===== src/rtl/sump_rsp_tx.sv =====
`default_nettype none
// ============================================================================
// Module   : sump_rsp_tx
// Brief    : SUMP/OLS response serializer (ID, metadata, sample words) onto a
//            valid/ready byte stream for the UART transmitter.
// Revision : 1.0
// ============================================================================
module sump_rsp_tx #(
  parameter logic [31:0] P_MEM_BYTES = 32'd4096,
  parameter logic [31:0] P_MAX_RATE  = 32'd100000000,
  parameter logic [7:0]  P_PROBES    = 8'd32
) (
  input  logic        clk_i,
  input  logic        rst_i,
  input  logic        sft_rst_i,
  input  logic        id_i,
  input  logic        rd_meta_i,
  input  logic        xon_i,
  input  logic        xoff_i,
  input  logic        smpl_vld_i,
  output logic        smpl_rdy_o,
  input  logic [31:0] smpl_dat_i,
  input  logic [3:0]  grp_en_i,
  output logic        tx_vld_o,
  input  logic        tx_rdy_i,
  output logic [7:0]  tx_dat_o,
  output logic        busy_o
);

  typedef enum logic [1:0] {
    S_IDLE = 2'd0,
    S_ID   = 2'd1,
    S_META = 2'd2,
    S_SMPL = 2'd3
  } state_t;

  localparam logic [4:0] C_ID_LAST   = 5'd3;
  localparam logic [4:0] C_META_LAST = 5'd21;

  state_t      r_state, w_state_nxt;
  logic        r_vld, w_vld_nxt;
  logic [7:0]  r_dat, w_dat_nxt;
  logic        r_paused, w_paused_nxt;
  logic [4:0]  r_idx, w_idx_nxt;
  logic [3:0]  r_mask, w_mask_nxt;
  logic [31:0] r_word, w_word_nxt;
  logic        r_none, w_none_nxt;
  logic        w_xfer;
  logic        w_last;
  logic [1:0]  w_grp;
  logic [1:0]  w_grp_in;
  logic [4:0]  w_idx_inc;

  function automatic logic [7:0] id_byte(input logic [1:0] idx);
    case (idx)
      2'd0:    id_byte = 8'h31;
      2'd1:    id_byte = 8'h41;
      2'd2:    id_byte = 8'h4C;
      default: id_byte = 8'h53;
    endcase
  endfunction

  function automatic logic [7:0] meta_byte(input logic [4:0] idx);
    case (idx)
      5'd0:    meta_byte = 8'h01;
      5'd1:    meta_byte = 8'h6C;
      5'd2:    meta_byte = 8'h6F;
      5'd3:    meta_byte = 8'h67;
      5'd4:    meta_byte = 8'h49;
      5'd5:    meta_byte = 8'h50;
      5'd6:    meta_byte = 8'h00;
      5'd7:    meta_byte = 8'h21;
      5'd8:    meta_byte = P_MEM_BYTES[31:24];
      5'd9:    meta_byte = P_MEM_BYTES[23:16];
      5'd10:   meta_byte = P_MEM_BYTES[15:8];
      5'd11:   meta_byte = P_MEM_BYTES[7:0];
      5'd12:   meta_byte = 8'h23;
      5'd13:   meta_byte = P_MAX_RATE[31:24];
      5'd14:   meta_byte = P_MAX_RATE[23:16];
      5'd15:   meta_byte = P_MAX_RATE[15:8];
      5'd16:   meta_byte = P_MAX_RATE[7:0];
      5'd17:   meta_byte = 8'h40;
      5'd18:   meta_byte = P_PROBES;
      5'd19:   meta_byte = 8'h41;
      5'd20:   meta_byte = 8'h02;
      default: meta_byte = 8'h00;
    endcase
  endfunction

  function automatic logic [1:0] lowest(input logic [3:0] m);
    if (m[0])      lowest = 2'd0;
    else if (m[1]) lowest = 2'd1;
    else if (m[2]) lowest = 2'd2;
    else           lowest = 2'd3;
  endfunction

  function automatic logic [7:0] grp_byte(input logic [31:0] w, input logic [1:0] g);
    case (g)
      2'd0:    grp_byte = w[7:0];
      2'd1:    grp_byte = w[15:8];
      2'd2:    grp_byte = w[23:16];
      default: grp_byte = w[31:24];
    endcase
  endfunction

  assign w_xfer    = r_vld & tx_rdy_i;
  assign w_idx_inc = r_idx + 5'd1;
  assign w_grp     = lowest(r_mask);
  assign w_grp_in  = lowest(grp_en_i);

  // In SMPL, r_mask holds only the groups not yet loaded, so empty means last.
  always_comb begin
    w_last = 1'b0;
    case (r_state)
      S_ID:    w_last = (r_idx == C_ID_LAST);
      S_META:  w_last = (r_idx == C_META_LAST);
      S_SMPL:  w_last = (r_mask == 4'd0);
      default: w_last = 1'b0;
    endcase
  end

  always_comb begin
    w_state_nxt  = r_state;
    w_vld_nxt    = r_vld;
    w_dat_nxt    = r_dat;
    w_idx_nxt    = r_idx;
    w_mask_nxt   = r_mask;
    w_word_nxt   = r_word;
    w_none_nxt   = r_none;
    w_paused_nxt = xoff_i ? 1'b1 : (xon_i ? 1'b0 : r_paused);
    smpl_rdy_o   = (r_state == S_IDLE) & ~id_i & ~rd_meta_i & ~sft_rst_i & ~rst_i;

    if (r_state == S_IDLE) begin
      if (id_i) begin
        w_state_nxt = S_ID;
        w_dat_nxt   = 8'h31;
        w_idx_nxt   = 5'd0;
        w_vld_nxt   = ~w_paused_nxt;
      end else if (rd_meta_i) begin
        w_state_nxt = S_META;
        w_dat_nxt   = 8'h01;
        w_idx_nxt   = 5'd0;
        w_vld_nxt   = ~w_paused_nxt;
      end else if (smpl_vld_i) begin
        w_state_nxt = S_SMPL;
        w_word_nxt  = smpl_dat_i;
        w_mask_nxt  = grp_en_i & ~(4'd1 << w_grp_in);
        w_none_nxt  = (grp_en_i == 4'd0);
        w_dat_nxt   = grp_byte(smpl_dat_i, w_grp_in);
        w_idx_nxt   = 5'd0;
        w_vld_nxt   = ~w_paused_nxt & (grp_en_i != 4'd0);
      end
    end else if ((r_state == S_SMPL) && r_none) begin
      w_state_nxt = S_IDLE;
      w_vld_nxt   = 1'b0;
    end else if (w_xfer) begin
      if (w_last) begin
        w_state_nxt = S_IDLE;
        w_vld_nxt   = 1'b0;
      end else begin
        // Pause is honoured here, at the byte boundary.
        w_idx_nxt = w_idx_inc;
        w_vld_nxt = ~w_paused_nxt;
        case (r_state)
          S_ID:   w_dat_nxt = id_byte(w_idx_inc[1:0]);
          S_META: w_dat_nxt = meta_byte(w_idx_inc);
          default: begin
            w_dat_nxt  = grp_byte(r_word, w_grp);
            w_mask_nxt = r_mask & ~(4'd1 << w_grp);
          end
        endcase
      end
    end else if (!r_vld) begin
      w_vld_nxt = ~w_paused_nxt;
    end
  end

  always_ff @(posedge clk_i) begin
    if (rst_i | sft_rst_i) begin
      r_state  <= S_IDLE;
      r_vld    <= 1'b0;
      r_dat    <= 8'h00;
      r_paused <= 1'b0;
      r_idx    <= 5'd0;
      r_mask   <= 4'd0;
      r_word   <= 32'd0;
      r_none   <= 1'b0;
    end else begin
      r_state  <= w_state_nxt;
      r_vld    <= w_vld_nxt;
      r_dat    <= w_dat_nxt;
      r_paused <= w_paused_nxt;
      r_idx    <= w_idx_nxt;
      r_mask   <= w_mask_nxt;
      r_word   <= w_word_nxt;
      r_none   <= w_none_nxt;
    end
  end

  assign tx_vld_o = r_vld;
  assign tx_dat_o = r_dat;
  assign busy_o   = (r_state != S_IDLE);

endmodule
`default_nettype wire


===== config.mk =====
export PLATFORM = sky130hd
export DESIGN_NAME = sump_rsp_tx
export DESIGN_NICKNAME = d
export VERILOG_FILES = /design/src/rtl/sump_rsp_tx.sv
export SDC_FILE = /design/constraint.sdc
export NUM_CORES = 1
export LEC_CHECK = 0
export ABC_AREA = 1
export CORE_MARGIN = 3
export CORE_UTILIZATION = 53
export DETAILED_ROUTE_END_ITERATION = 7
export GPL_TIMING_DRIVEN = 0
export PLACE_DENSITY = 0.8
export RECOVER_POWER = 100
export SLEW_MARGIN = 20
export SYNTH_ARGS = -nofsm -noshare
export SYNTH_HDL_FRONTEND = slang
export SYNTH_SLANG_ARGS = --single-unit

===== constraint.sdc =====
create_clock -name clk_i -period 3.05 [get_ports clk_i]
set_clock_uncertainty 0.2 [all_clocks]
set_input_delay 0.61 -clock clk_i [delete_from_list [all_inputs] [get_ports clk_i]]
set_output_delay 0.61 -clock clk_i [all_outputs]
set_load 0.01 [all_outputs]

# [Yosys cells after proc, flatten, opt, wreduce, memory -nomap -nowiden]
# Memories as Yosys holds them, arrays and structs flattened.
# Cells that the tools add are included.
# Widths: inputs -> output; s select.
[classes] shifts=2 eq_ne=18 reduce_logical=17 bitwise_logic=16 mux=50 n_addsub=1
[ops] op="$mux 8" count=7
[ops] op="$pmux 8 s3" count=2
[ops] op="$mux 5" count=7
[ops] op="$mux 4" count=8
[ops] op="$mux 2" count=11
[ops] op="$pmux 7 s3" count=1
[ops] op="$pmux 8 s2" count=1
[ops] op="$mux 1" count=12
[ops] op="$eq 2x2->1 const B" count=5
[ops] op="$and 4x4->4" count=2
[ops] op="$eq 2x1->1 const B" count=4
[ops] op="$logic_not 2->1" count=4
[ops] op="$logic_not 4->1" count=2
[ops] op="$ne 2x2->1 const B" count=4
[ops] op="$not 4->4" count=2
[ops] op="$reduce_and 4->1" count=2
[ops] op="$shl 1x2->4 const A" count=2
[ops] op="$reduce_and 7->1" count=1
[ops] op="$and 1x1->1" count=6
[ops] op="$reduce_bool 3->1" count=2
[ops] op="$add 5x1->5 const B" count=1
[ops] op="$eq 5x2->1 const B" count=1
[ops] op="$eq 5x5->1 const B" count=1
[ops] op="$not 1->1" count=5
[ops] op="9 further kinds" count=11
[word_totals] regBits=54 out_inout_bits=11 memories=1 romBits=256 inputBits=45 word_cells=113
[memory_table] name="(no name shown)" depth=32 word_bits=8 read_ports=1 rd_clocked_by_memory_dff=0 wr=0 line_no="64" text="case (idx)"

# [Depth between registers and ports, before layout]
# Gate-level depths: netlist (run 1).
[logic_depth] word_depth=11 depth_mapped=15 ltp_nobuf=14

# [Worst setup path after synthesis (run 1)]
# OpenSTA, ideal clock, no wires.
[synth_timing] path_kind="input -> output" startpoint="input port sft_rst_i" endpoint="output port smpl_rdy_o" setup_slack_ps=789 required_ps=2240 stages=3 arrival_ps=1451 n_path_buf=0 path_cell_list="nor2_1 -> clkinv_1 -> nor2_1"
[synth_between] elab_chain_cells=3
[synth_lines] item="start, declared" line_no="15" text="input logic sft_rst_i,"
[synth_lines] item="$not 1->1" line_no="131" text="smpl_rdy_o = (r_state == S_IDLE) & ~id_i & ~rd_meta_i & ~sft_rst_i & ~rst_i;"
[synth_lines] item="$and 1x1->1 (2 in a row)" line_no="131"
[synth_lines] item="end, declared" line_no="21" text="output logic smpl_rdy_o,"
# No other way between the ends.

# [Worst setup path in the final report (run 1)]
[layout_timing] startpoint="input port id_i" endpoint="output port smpl_rdy_o"
[layout_between] elab_chain_cells=5
[layout_lines] item="start, declared" line_no="16" text="input logic id_i,"
[layout_lines] item="$not 1->1 (no source line)"
[layout_lines] item="$and 1x1->1 (4 in a row)" line_no="131"
# No other way between the ends.

==> results of run 1 <==
flip-flops by register name, indices dropped and copies added, names as in the netlist:
signal	flops
r_idx	5
r_mask	4
r_none	1
r_paused	1
r_state	2
r_word	32
tx_dat_o	8
tx_vld_o	1
routing by layer:
| metal | vias to the layer above | wire length, um | global-route usage [%] |
|---|---|---|---|
| met3 | 17 | 856 | 4.32 |
| met2 | 192 | 4470 | 44.5 |
| li1 | 1775 | - | - |
| met5 | - | 0 | 0 |
| met4 | 0 | 150 | 6.76 |
| met1 | 1667 | 4200 | 36.9 |
cell type report:
class	instances	share of cell area, %
Buffer	20	2.28
Clock buffer	7	1.91
Clock inverter	1	0.750
Inverter	44	4.34
Multi-Input combinational cell	387	47.3
Sequential cell	54	27.0
Tap cell	72	2.25
Timing Repair Buffer	58	14.2
placed cells by master, fill, tap and decap left out, types with 5 or more instances in the layout:
cell	n
o21ai_0	58
dlygate4sd3_1	10
clkbuf_1	16
nand2_1	106
inv_1	36
nor2_1	99
inv_2	5
ha_1	13
dfxtp_1	54
nand3_1	20
a21oi_1	39
clkbuf_8	5
o211ai_1	8
clkdlybuf4s50_1	45
nand4_1	13
timing repair:
item | in CTS | in global routing
pin swaps | 0 | 3
buffers inserted | 0 | 3
resized for setup | 4 | 1
endpoints found under the setup margin | 1 | 1
worst max-delay path by stage:
stage / slack, ns / cells past startpoint / from / to
2_1_floorplan: 0.79 / 3 / sft_rst_i / smpl_rdy_o
3_3_place_gp: -0.64 / 5 / sft_rst_i / smpl_rdy_o
3_5_place_dp: -0.64 / 5 / sft_rst_i / smpl_rdy_o
4_1_cts: 0.03 / 5 / sft_rst_i / smpl_rdy_o
5_1_grt: 0.05 / 12 / r_state[0] / r_idx[0]
6_report: 0.14 / 7 / id_i / smpl_rdy_o
logic make-up after synthesis:
| logic type | after synthesis | share of synthesized area [%] |
|---|---|---|
| DFF | 54 | 33.1 |
| and+or+nand+nor | 257 | 34.2 |
| buffers and inverters | 64 | 8.58 |
| AOI/OAI and AO/OA | 117 | 19.1 |
| adders and majority gates | 13 | 4.98 |
where the power goes:
group | internal, mW | switching (mW) | total, mW
sequential | 0.731 | 0.0193 | 0.750
clock | 0.246 | 0.248 | 0.494
combinational | 0.165 | 0.253 | 0.417
through the flow:
step	area, um^2	utilization [%]	hold slack [ns]	setup slack, ns
6_report	4010	69.8	0.253	0.141
5_1_grt	4010	69.8	0.267	0.0533
4_1_cts	4030	70.1	0.252	0.0272
3_5_place_dp	3910	68.1	0.240	-0.635
3_3_place_gp	3910	68.1	0.237	-0.641
2_1_floorplan	3270	-	0.224	0.789
tightest hold or removal path: stages, from the launching register on:
cell     delay (ns)
dfxtp_1        0.31
inv_1          0.05
a21oi_1        0.05
==> results_dict.tcl, run 1 <==
set metrics [dict create \
    cts_tree "done" \
    path_class "input port to primary output" \
    hold_start "r_word[11]" \
    yosysMostFrequentCell "nand2_1" \
    path_cells "clkdlybuf4s50_1 -> nor2_4 -> inv_2 -> nor2_4 -> inv_2 -> nor2_1 -> clkdlybuf4s50_1" \
    synthFlopType "dfxtp_1" \
    maxCapViolations 0 \
    grt_pass1_wl_mm 15.7 \
    power_density_mw_per_mm2 415 \
    fin_nets 628 \
    netlist_instances 505 \
    grt_usage_pct 27.0 \
    endpoint_kind "primary output" \
    drtAntennaViolNets 0 \
    drive_gt1_share_pct 6.83 \
    status "finished clean" \
    synth_top_area_share_pct 33.1 \
    root_buffer "clkbuf_8" \
    path_max_fanout 3 \
    reg2reg_from "r_state[0]" \
    numCtsBuffers 5 \
    drtPass1Iterations 6 \
    r2r_cells 12 \
    postSynthNetCount 563 \
    drc 0 \
    cp_data_required_time_ns 2.24 \
    synth_edf_count 0 \
    antenna_found_initial 0 \
    initial_utilization_pct 56.9 \
    hold_path_end "r_word[11]" \
    avgRoutedWirePerCell_um 15.0 \
    r2r_slack_ns 0.29 \
    finalCritPeriodShare_pct 95.4 \
    max_slew_margin_pct 59.4 \
    vias 3651 \
    vias_per_cell 5.68 \
    num_rows 27 \
    r2r-end "tx_dat_o[7]" \
    synthTopCellsByArea "dfxtp_1, nand2_1, nor2_1" \
    cts_sinks 54 \
    cts_hold_buffers 0 \
    ys_types 35 \
    cts.clk_slew.worst_paths_ns 0.10 \
    critPathArrivalTime_ns 2.10 \
    start_kind "input port" \
    grt-ovfl-total 0 \
    die_area_mm2 0.00714 \
    fill_cells 535 \
    max_clock_freq_mhz 344 \
    fin_crit_ns 2.91 \
    clk_latency_ns 0.32 \
    clockBufferDepth 2 \
    die_y_um 84.5 \
    hold_path.class "flip-flop to flip-flop" \
    ir_drop_mv 0.272 \
    synth_top_cell_by_area "dfxtp_1" \
    regArea_mm2 0.00108 \
    yosys_register_bits 54 \
    tns_ns 0 \
    async_flop_share_pct 0 \
    coreArea_mm2 0.00574 \
    io_buffer_count 55 \
    multi_input_area_mm2 0.00189 \
    slowest_stage "clkdlybuf4s50_1" \
    dp_hpwl_mm 7.29 \
    grt_max_degree 16 \
    gp_congestion 0.945 \
    leakagePower_nw 1.61 \
    synth_area_per_cell_um2 6.47 \
    total_power_mw 1.66 \
    drt-initial-drc-count 418 \
    numPlacedInstances 632 \
    antenna_cells 0 \
    layout.cells.non_filler 643 \
    ys_warn_count 0 \
    cp.buffers_inverters 4 \
    cp_top_family "buffers and inverters" \
    hold_viol 0 \
    yosys-top-cells-count "nand2_1, nor2_1, o21ai_0" \
    rsz0062_at_grt "no" \
    tightest_slew_ns 0.607 \
    htreeDepth 2 \
    grt_pass1_vias 3365 \
    syn2layout_area_growth_pct 22.6 \
    setup_viol 0 \
    critPathMaxStageDelay_ns 0.54 \
    routed_wl_mm 9.67 \
    ys_seq_area_share_pct 33.1 \
    final_max_slew_viol_count 0 \
    die_w_um 84.5 \
    io_pins 56 \
    synthesis.area_mm2 0.00327 \
    min_delay_path_depth 2 \
]
Note: power is estimated with default switching activity, not from simulation.
==> inputs of run 2 (changes only) <==
- SETUP_SLACK_MARGIN: unset -> 0.1
==> run 2 against run 1 <==
Net effect:
- critical path depth unchanged
- largest power group unchanged
- clock power hardly changed
- sequential power about the same
- non-clock buffer count did not move
==> results_dict.tcl, run 2 (synthesized netlist as in run 1, its figures left out) <==
set metrics [dict create \
    largest_reg_flops 32 \
    drc 0 \
    drtPass1Iterations 6 \
    syn2layout_area_growth_pct 22.9 \
    p_sw_uw 520 \
    clkPwrFrac_pct 29.7 \
    power_density_mw_per_mm2 414 \
    hold_path.class "flip-flop to flip-flop" \
    maxCapViolations 0 \
    tightest_slew_ns 0.574 \
    grt-ovfl-total 0 \
    routed_wl_mm 9.65 \
    ir_drop_mv 0.272 \
    path_cells "clkdlybuf4s50_1 -> nor2_4 -> inv_2 -> nor2_4 -> inv_2 -> nor2_1 -> dlygate4sd3_1" \
    crit_path_start "rd_meta_i" \
    root_buffer "clkbuf_8" \
    sw_frac_of_total_pct 31.3 \
    max_clock_freq_mhz 344 \
    setup_viol 0 \
    grt_usage_pct 27.2 \
    avgRoutedWirePerCell_um 15.0 \
    path_class "input port to primary output" \
    numCtsBuffers 5 \
    vias 3658 \
    status "finished clean" \
    clockBufferDepth 2 \
    drtAntennaViolNets 0 \
    r2r_slack_ns 0.35 \
    cts_sinks 54 \
    regMostFlops "r_word" \
    gp_congestion 0.945 \
    final_cell_mix "nand2_1, nor2_1, o21ai_0, dfxtp_1, clkdlybuf4s50_1" \
    mostFrequentLayoutCell "nand2_1" \
    total_power_mw 1.66 \
    cts_tree "done" \
    min_delay_path_depth 2 \
    r2r-end "tx_dat_o[5]" \
    cts.clk_slew.worst_paths_ns 0.10 \
    drive_gt1_share_pct 6.83 \
    critPathMaxStageDelay_ns 0.60 \
    reg2reg_from "r_idx[0]" \
    vias_per_cell 5.69 \
    num_rows 27 \
    io_pins 56 \
    die_y_um 84.5 \
    fin_nets 628 \
    antenna_cells 0 \
    slowest_stage "dlygate4sd3_1" \
    die_area_mm2 0.00714 \
    die_w_um 84.5 \
    path_max_fanout 3 \
    tns_ns 0 \
    final_max_slew_viol_count 0 \
    leakagePower_nw 1.63 \
    dp_hpwl_mm 7.29 \
    drt-initial-drc-count 451 \
    htreeDepth 2 \
    r2r_cells 15 \
    start_kind "input port" \
    finalCritPeriodShare_pct 95.2 \
    max_slew_margin_pct 61.6 \
    coreArea_mm2 0.00574 \
    fin_crit_ns 2.90 \
    initial_utilization_pct 56.9 \
    hold_viol 0 \
    grt_max_degree 16 \
    clk_latency_ns 0.32 \
    grt_pass1_wl_mm 15.9 \
    cp_data_required_time_ns 2.24 \
    intPower_mw 1.14 \
    critPathArrivalTime_ns 2.09 \
    cts_hold_buffers 0 \
    antenna_found_initial 0 \
    grt_pass1_vias 3370 \
    p_comb_share_pct 25.2 \
    endpoint_kind "primary output" \
    rsz0062_at_grt "no" \
    endpoint "smpl_rdy_o" \
    pwr-share-seq_pct 45.1 \
    io_buffer_count 55 \
]
run 2: cell count changes in the layout (fill, tap and decap cells not counted), sizes merged:
cell,previous run,this run
clkinv,0,1
dlygate4sd3,10,11
clkdlybuf4s50,45,43
clkinvlp,1,0
dlymetal6s2s,0,1
run 2: per-stage QoR:
stage | cell area [um^2] | std cells | utilization, % | worst slack [ns] | hold slack, ns
final | 4020 | 643 | 69.9 | 0.145 | 0.255
after global routing | 4020 | 643 | 69.9 | 0.0661 | 0.267
after CTS | 4050 | 642 | 70.5 | 0.154 | 0.252
after detailed placement | 3910 | 632 | 68.1 | -0.635 | 0.240
after global placement | 3910 | 632 | 68.1 | -0.641 | 0.237
after floorplan | 3270 | 505 | - | 0.789 | 0.224
run 2: area by class of cell:
class | instances | area [um^2]
Tap cell | 72 | 90.1
Timing Repair Buffer | 58 | 572
Fill cell | 530 | 1730
Multi-Input combinational cell | 387 | 1900
Buffer | 20 | 91.3
Sequential cell | 54 | 1080
Clock buffer | 7 | 76.3
Clock inverter | 1 | 30.0
Inverter | 44 | 175
run 2: worst min path at each step:
stage | from | to | slack (ns)
after floorplan | r_word[10] | r_word[10] | 0.22
after global placement | r_word[10] | r_word[10] | 0.24
after detailed placement | r_word[10] | r_word[10] | 0.24
after CTS | r_word[10] | r_word[10] | 0.25
after global routing | r_word[10] | r_word[10] | 0.27
final | r_word[11] | r_word[11] | 0.26
run 2: power groups by stage:
| stage | clock (mW) | combinational (mW) | sequential, mW |
|---|---|---|---|
| final | 0.493 | 0.419 | 0.750 |
| after global routing | 0.531 | 0.463 | 0.754 |
| after CTS | 0.493 | 0.427 | 0.751 |
| after global placement | 0 | 0.413 | 0.765 |
| after detailed placement | 0 | 0.418 | 0.767 |
| after floorplan | 0 | 0.250 | 0.767 |
run 2: repair_timing:
| action | CTS | global route |
|---|---|---|
| buffers inserted | 2 | 1 |
| setup endpoints to repair | 1 | 1 |
| gates resized for setup | 5 | 1 |
| pin swaps | 2 | 1 |
run 2: routing by layer:
metal	GRT usage (%)	share of wire, %	wire length [um]	vias up
met5	0	0	0	-
met4	6.62	1.1	106	0
met3	4.12	8.3	801	12
met2	44.6	47	4510	186
met1	37.6	44	4230	1680
li1	-	-	-	1780
run 2: worst max-delay path, delay by kind of cell:
family,cells,cell delay [ns]
and+or+nand+nor,3,0.30
buffers and inverters,4,1.17
